### src/rtl/serial_mod_reducer_if.sv
// Chunk-serial operand/result bundle for serial_mod_reducer.
// The abort signal exists only when SSR_ABORT_EN is defined.
interface serial_mod_reducer_if #(
    parameter int W  = 6,
    parameter int RW = 3
);
    logic          start;
    logic [W-1:0]  in_bus;
    logic          in_valid;
    logic          ready;
    logic          busy;
    logic          done;
    logic [RW-1:0] out_bus;
`ifdef SSR_ABORT_EN
    logic          abort;
`endif

    modport master (
        output start, in_bus, in_valid,
`ifdef SSR_ABORT_EN
        output abort,
`endif
        input  ready, busy, done, out_bus
    );

    modport slave (
        input  start, in_bus, in_valid,
`ifdef SSR_ABORT_EN
        input  abort,
`endif
        output ready, busy, done, out_bus
    );
endinterface

### src/rtl/serial_mod_reducer.sv
// Serial modulo reducer: folds N_CHUNKS W-bit chunks (MSB chunk first) into operand mod MOD.
// Optional cancel input enabled by defining SSR_ABORT_EN.
module serial_mod_reducer #(
    parameter int W        = 6,
    parameter int N_CHUNKS = 8,
    parameter int MOD      = 7
) (
    input  logic                clk,
    input  logic                rst,
    serial_mod_reducer_if.slave bus
);
    localparam int RW = $clog2(MOD);
    localparam int CW = $clog2(N_CHUNKS + 1);
    localparam logic [RW+W-1:0] MOD_W    = (RW+W)'(MOD);
    localparam logic [CW-1:0]   CNT_LAST = CW'(N_CHUNKS - 1);

    typedef enum logic [2:0] {IDLE, WAIT, LOAD, ACC, DONE} state_t;

    state_t          state;
    logic [RW-1:0]   rem;
    logic [CW-1:0]   cnt;
    logic            ready_q;
    logic            busy_q;
    logic            done_q;
    logic [RW+W-1:0] acc_wide;
    logic [RW-1:0]   rem_next;

    // rem < MOD always, so {rem, chunk} fits in RW+W bits without overflow
    always_comb begin
        acc_wide = {rem, bus.in_bus};
        rem_next = RW'(acc_wide % MOD_W);
    end

    always_ff @(posedge clk) begin
        if (!rst) begin
            state   <= IDLE;
            rem     <= '0;
            cnt     <= '0;
            ready_q <= 1'b1;
            busy_q  <= 1'b0;
            done_q  <= 1'b0;
        end
`ifdef SSR_ABORT_EN
        else if (bus.abort && (state == WAIT || state == LOAD || state == ACC)) begin
            state   <= IDLE;
            rem     <= '0;
            cnt     <= '0;
            ready_q <= 1'b1;
            busy_q  <= 1'b0;
            done_q  <= 1'b0;
        end
`endif
        else begin
            case (state)
                IDLE: begin
                    if (bus.start) begin
                        state   <= WAIT;
                        ready_q <= 1'b0;
                        busy_q  <= 1'b1;
                    end
                end
                WAIT: begin
                    if (!bus.start) state <= LOAD;
                end
                LOAD: begin
                    rem   <= '0;
                    cnt   <= '0;
                    state <= ACC;
                end
                ACC: begin
                    if (bus.in_valid) begin
                        rem <= rem_next;
                        cnt <= cnt + 1'b1;
                        if (cnt == CNT_LAST) begin
                            state  <= DONE;
                            done_q <= 1'b1;
                        end
                    end
                end
                DONE: begin
                    state   <= IDLE;
                    done_q  <= 1'b0;
                    busy_q  <= 1'b0;
                    ready_q <= 1'b1;
                end
                default: begin
                    state   <= IDLE;
                    ready_q <= 1'b1;
                    busy_q  <= 1'b0;
                    done_q  <= 1'b0;
                end
            endcase
        end
    end

    assign bus.ready   = ready_q;
    assign bus.busy    = busy_q;
    assign bus.done    = done_q;
    assign bus.out_bus = rem;
endmodule

### src/flat_wrapper.sv
// flat-port wrapper written by rule: the top's interface ports become plain ports
module serial_mod_reducer_flat 
#(
    parameter int W        = 6,
    parameter int N_CHUNKS = 8,
    parameter int MOD      = 7
)
  (clk, rst, bus_start, bus_in_bus, bus_in_valid, bus_ready, bus_busy, bus_done, bus_out_bus);
  serial_mod_reducer_if #(.W(W), .RW(3)) bus_i ();
  input  logic clk;
  input  logic rst;
  input wire logic [$bits(bus_i.start)-1:0] bus_start;
  input wire logic [$bits(bus_i.in_bus)-1:0] bus_in_bus;
  input wire logic [$bits(bus_i.in_valid)-1:0] bus_in_valid;
  output wire logic [$bits(bus_i.ready)-1:0] bus_ready;
  output wire logic [$bits(bus_i.busy)-1:0] bus_busy;
  output wire logic [$bits(bus_i.done)-1:0] bus_done;
  output wire logic [$bits(bus_i.out_bus)-1:0] bus_out_bus;
  assign bus_i.start = bus_start;
  assign bus_i.in_bus = bus_in_bus;
  assign bus_i.in_valid = bus_in_valid;
  assign bus_ready = bus_i.ready;
  assign bus_busy = bus_i.busy;
  assign bus_done = bus_i.done;
  assign bus_out_bus = bus_i.out_bus;
  serial_mod_reducer #(.W(W), .N_CHUNKS(N_CHUNKS), .MOD(MOD)) u_core (.clk(clk), .rst(rst), .bus(bus_i));
endmodule
### config.mk
export PLATFORM = sky130hd
export DESIGN_NAME = serial_mod_reducer_flat
export DESIGN_NICKNAME = d
export VERILOG_FILES = /design/src/rtl/serial_mod_reducer_if.sv /design/src/rtl/serial_mod_reducer.sv /design/src/flat_wrapper.sv
export SDC_FILE = /design/constraint.sdc
export NUM_CORES = 1
export LEC_CHECK = 0
export BUFFER_PORTS_ARGS = -buffer_cell sky130_fd_sc_hd__buf_2
export CELL_PAD_IN_SITES_DETAIL_PLACEMENT = 2
export CELL_PAD_IN_SITES_GLOBAL_PLACEMENT = 2
export CORE_MARGIN = 4
export CORE_UTILIZATION = 33
export CTS_CLUSTER_DIAMETER = 60
export DETAILED_ROUTE_END_ITERATION = 8
export PLACE_DENSITY_LB_ADDON = 0.05
export SYNTH_ARGS = -nofsm -noshare
export SYNTH_HDL_FRONTEND = slang
export SYNTH_SLANG_ARGS = --single-unit
### constraint.sdc
create_clock -name clk -period 4.5 [get_ports clk]
set_input_delay 0.9 -clock clk [delete_from_list [all_inputs] [get_ports clk]]
set_output_delay 0.9 -clock clk [all_outputs]
set_load 0.02 [all_outputs]
==> metrics.cfg <==
[die]
pin_count = 16
fp-row-count = 22
die_w_um = 69.6
fp.dieArea_um2 = 4840
start_util_pct = 34.2
die_h_um = 69.6
core_area_um2 = 3660

[outcome]
status = finished, final reports clean

[clock_network]
cts_tree = built
cts_setup_buffers = 0
postCtsHoldBufs = 0
htree_levels = 1
cts_resized = 0
clk_path_buf_depth = 2
insertion_delay_ns = 0.24
path_clk_slew_ns = 0.06
numCtsBuffers = 3
clockRootBuffer = clkbuf_8
cts.sinks = 13

[synth]
synth_top_cell_by_area = dfxtp_1
syn_nets = 175
synth-seq-cells = 13
synth_cells = 162
synth_cell_type_count = 49
ys.flop_type = dfxtp_1
synth_edf_count = 0
synthArstFlopShare_pct = 0
ys_seq_area_share_pct = 20.8
synth.avg_cell_area_um2 = 7.72
yosysWarnings = 0
syn_area_um2 = 1250
synth_area_leaders = dfxtp_1 (21%), nand2_1 (4.5%), a21oi_1 (4.4%), and2_1 (3.0%), buf_4 (3.0%)
synth_top_area_share_pct = 20.8

[routing]
drt_pass1_iterations = 4
drtAntennaViolNets = 0
wl_mm = 3.65
wl_per_cell_um = 16.7
drcViolationCount = 0
drt_iter0_markers = 63
via_count = 1251
viasPerCell = 5.74

[global_route]
antenna_found_initial = 0
grt_max_degree = 20
grt_usage_pct = 15.7
grt_first_pass_wirelength_mm = 6.29
grt_overflow = 0
grt_pass1_vias = 1356

[layout]
multi_input_area_um2 = 876
diodes = 0
drive_gt1_share_pct = 16.5
area_growth_pct = 8.30
fillCellCount = 448
nets = 184
regArea_um2 = 260

[worst_setup_path]
ff2ff_path_depth = 14
critPathArrivalTime_ns = 3.83
crit_fanout = 16
cp.depth = 15
crit_path_end_kind = register
critPathLaunchType = primary input
cp_common_cell = a211oi_1
crit_required_ns = 4.64
critPathMaxStageDelay_ns = 0.35
cp_slowest_cell = a211oi_1
path_delay_family = compound AO/OA/AOI/OAI gates
worstSetupPathType = in2reg
path_cells = buf_2 > a211oi_1 > o31ai_1 > o211ai_2 > mux2i_1 > nor2b_1 > nor2_1 > mux2_2 > ha_1 > inv_1 > o21ai_0 > a211oi_1 > o22ai_2 > xor2_1 > a32o_1
crit_buf_inv = 2

[min_path]
hp-class = reg2reg
worstHoldPathCells = 2

[timing]
post-route-period-util_pct = 82.1
fin_crit_ns = 3.69
setup_viol = 0
clock_skew_ns = 0.00124
worstMarginPinSlew_ns = 0.697
hold_violations = 0
max_slew_margin_pct = 53.0
tns_ns = 0
slew_violations = 0
timing.fmax_mhz = 271
rsz0062_at_grt = false

[power_and_ir_drop]
p_total_mw = 0.320
peakVddDrop_mv = 0.149
p_per_area_nw_per_um2 = 236
power.leakage_nw = 0.543

[job]
max_cap_viol_count = 0

[placed_design]
portBuffers = 15
globalplace.congestion = 0.756
dp.final_hpwl_mm = 2.80

[flip-flops by register name, indices dropped and copies added (netlist names)]
name and flops:
u_core.bus.busy 1, u_core.cnt 4, u_core.state 3, u_core.bus.out_bus 3, u_core.bus.ready 1, u_core.bus.done 1
[worst min-delay path, cell delays in order (launching register included)]
cell and delay (ns):
dfxtp_1 0.31, nor2_1 0.10, nor3b_1 0.05
[cell type report]
cell class	instances	share of cell area [%]
clock buffer	3	3.05
sequential	13	19.2
timing repair buffer	15	5.54
clock inverter	1	0.369
inverter	10	2.77
tap	48	4.43
multi-input combinational	128	64.6
[kinds of logic (layout without fill, tap and decap cells)]
group	after synthesis	in the layout	synth area share (%)
adder cells (fa/ha/maj)	3	3	3.00
buffers and inverters	21	29	9.20
AO/OA/AOI/OAI	55	55	33.5
multiplexers	3	3	2.90
AND/OR/NAND/NOR	63	63	27.8
flip-flops	13	13	20.8
XOR/XNOR	4	4	2.80
[path summary, 6_finish.rpt]
check / startpoint / end / slack [ns]
min: u_core.bus.busy / u_core.bus.busy / 0.50
min reg2reg: u_core.bus.busy / u_core.bus.busy / 0.50
max reg2reg: u_core.bus.out_bus[1] / u_core.bus.out_bus[0] / 1.01
max: bus_in_bus[4] / u_core.bus.out_bus[0] / 0.81
[per-stage QoR]
| stage | hold slack, ns | instance area, um^2 | util, % | setup WS, ns | cells |
|---|---|---|---|---|---|
| 2_1_floorplan | 0.476 | 1250 | - | 1.01 | 162 |
| 3_3_place_gp | 0.474 | 1310 | 35.7 | 0.690 | 214 |
| 3_5_place_dp | 0.506 | 1310 | 35.7 | 0.530 | 214 |
| 4_1_cts | 0.514 | 1360 | 37.0 | 0.788 | 218 |
| 5_1_grt | 0.524 | 1360 | 37.0 | 0.506 | 218 |
| 6_report | 0.503 | 1360 | 37.0 | 0.807 | 218 |
[synthesized netlist by cell type (2+ instances only)]
library cell,count
nand2_1,15
dfxtp_1,13
a21oi_1,11
inv_1,10
nor2_1,7
and2_1,6
nor2b_1,6
o21ai_0,6
buf_4,5
nand3_1,5
nor3b_1,5
a211oi_1,4
a32oi_1,4
and3_1,4
nor3_1,4
ha_1,3
o211ai_1,3
o211ai_2,3
o21a_1,3
xor2_1,3
a21o_1,2
a221oi_2,2
a31oi_1,2
a32o_1,2
and3b_1,2
buf_2,2
buf_6,2
clkbuf_1,2
nand3b_1,2
o21ai_1,2
o22ai_1,2
o22ai_2,2
or3_1,2
[layer usage]
metal	share of wire [%]	routed length [um]	GRT usage (%)
met1	48	1750	19.6
met2	48	1750	26.4
met3	2.8	103	3.91
met4	1.2	44	4.56
met5	0	0	0
[placed cells by master, fill, tap and decap left out, drive strengths merged, types with 2 or more instances in the layout]
| cell | instances |
|---|---|
| ha | 3 |
| o21a | 3 |
| and2 | 6 |
| inv | 10 |
| or2 | 2 |
| nor3b | 5 |
| o22ai | 4 |
| a31oi | 2 |
| o21ai | 8 |
| nor2b | 6 |
| and3b | 2 |
| nor3 | 4 |
| nand2 | 15 |
| nand3b | 2 |
| dfxtp | 13 |
| or3 | 2 |
| and3 | 4 |
| a221oi | 2 |
| a211oi | 4 |
| a21o | 2 |
| o211ai | 6 |
| a21oi | 11 |
| nand3 | 5 |
| mux2 | 2 |
| xor2 | 3 |
| nor2 | 7 |
| a32oi | 4 |
| clkbuf | 3 |
| buf | 15 |
| a32o | 2 |
[power breakdown]
| part | internal, mW | total (mW) | switching [mW] |
|---|---|---|---|
| registers | 0.119 | 0.124 | 0.00489 |
| logic | 0.0362 | 0.0896 | 0.0534 |
| clock network | 0.0612 | 0.106 | 0.0445 |
Power figures use the tool's default switching activity.
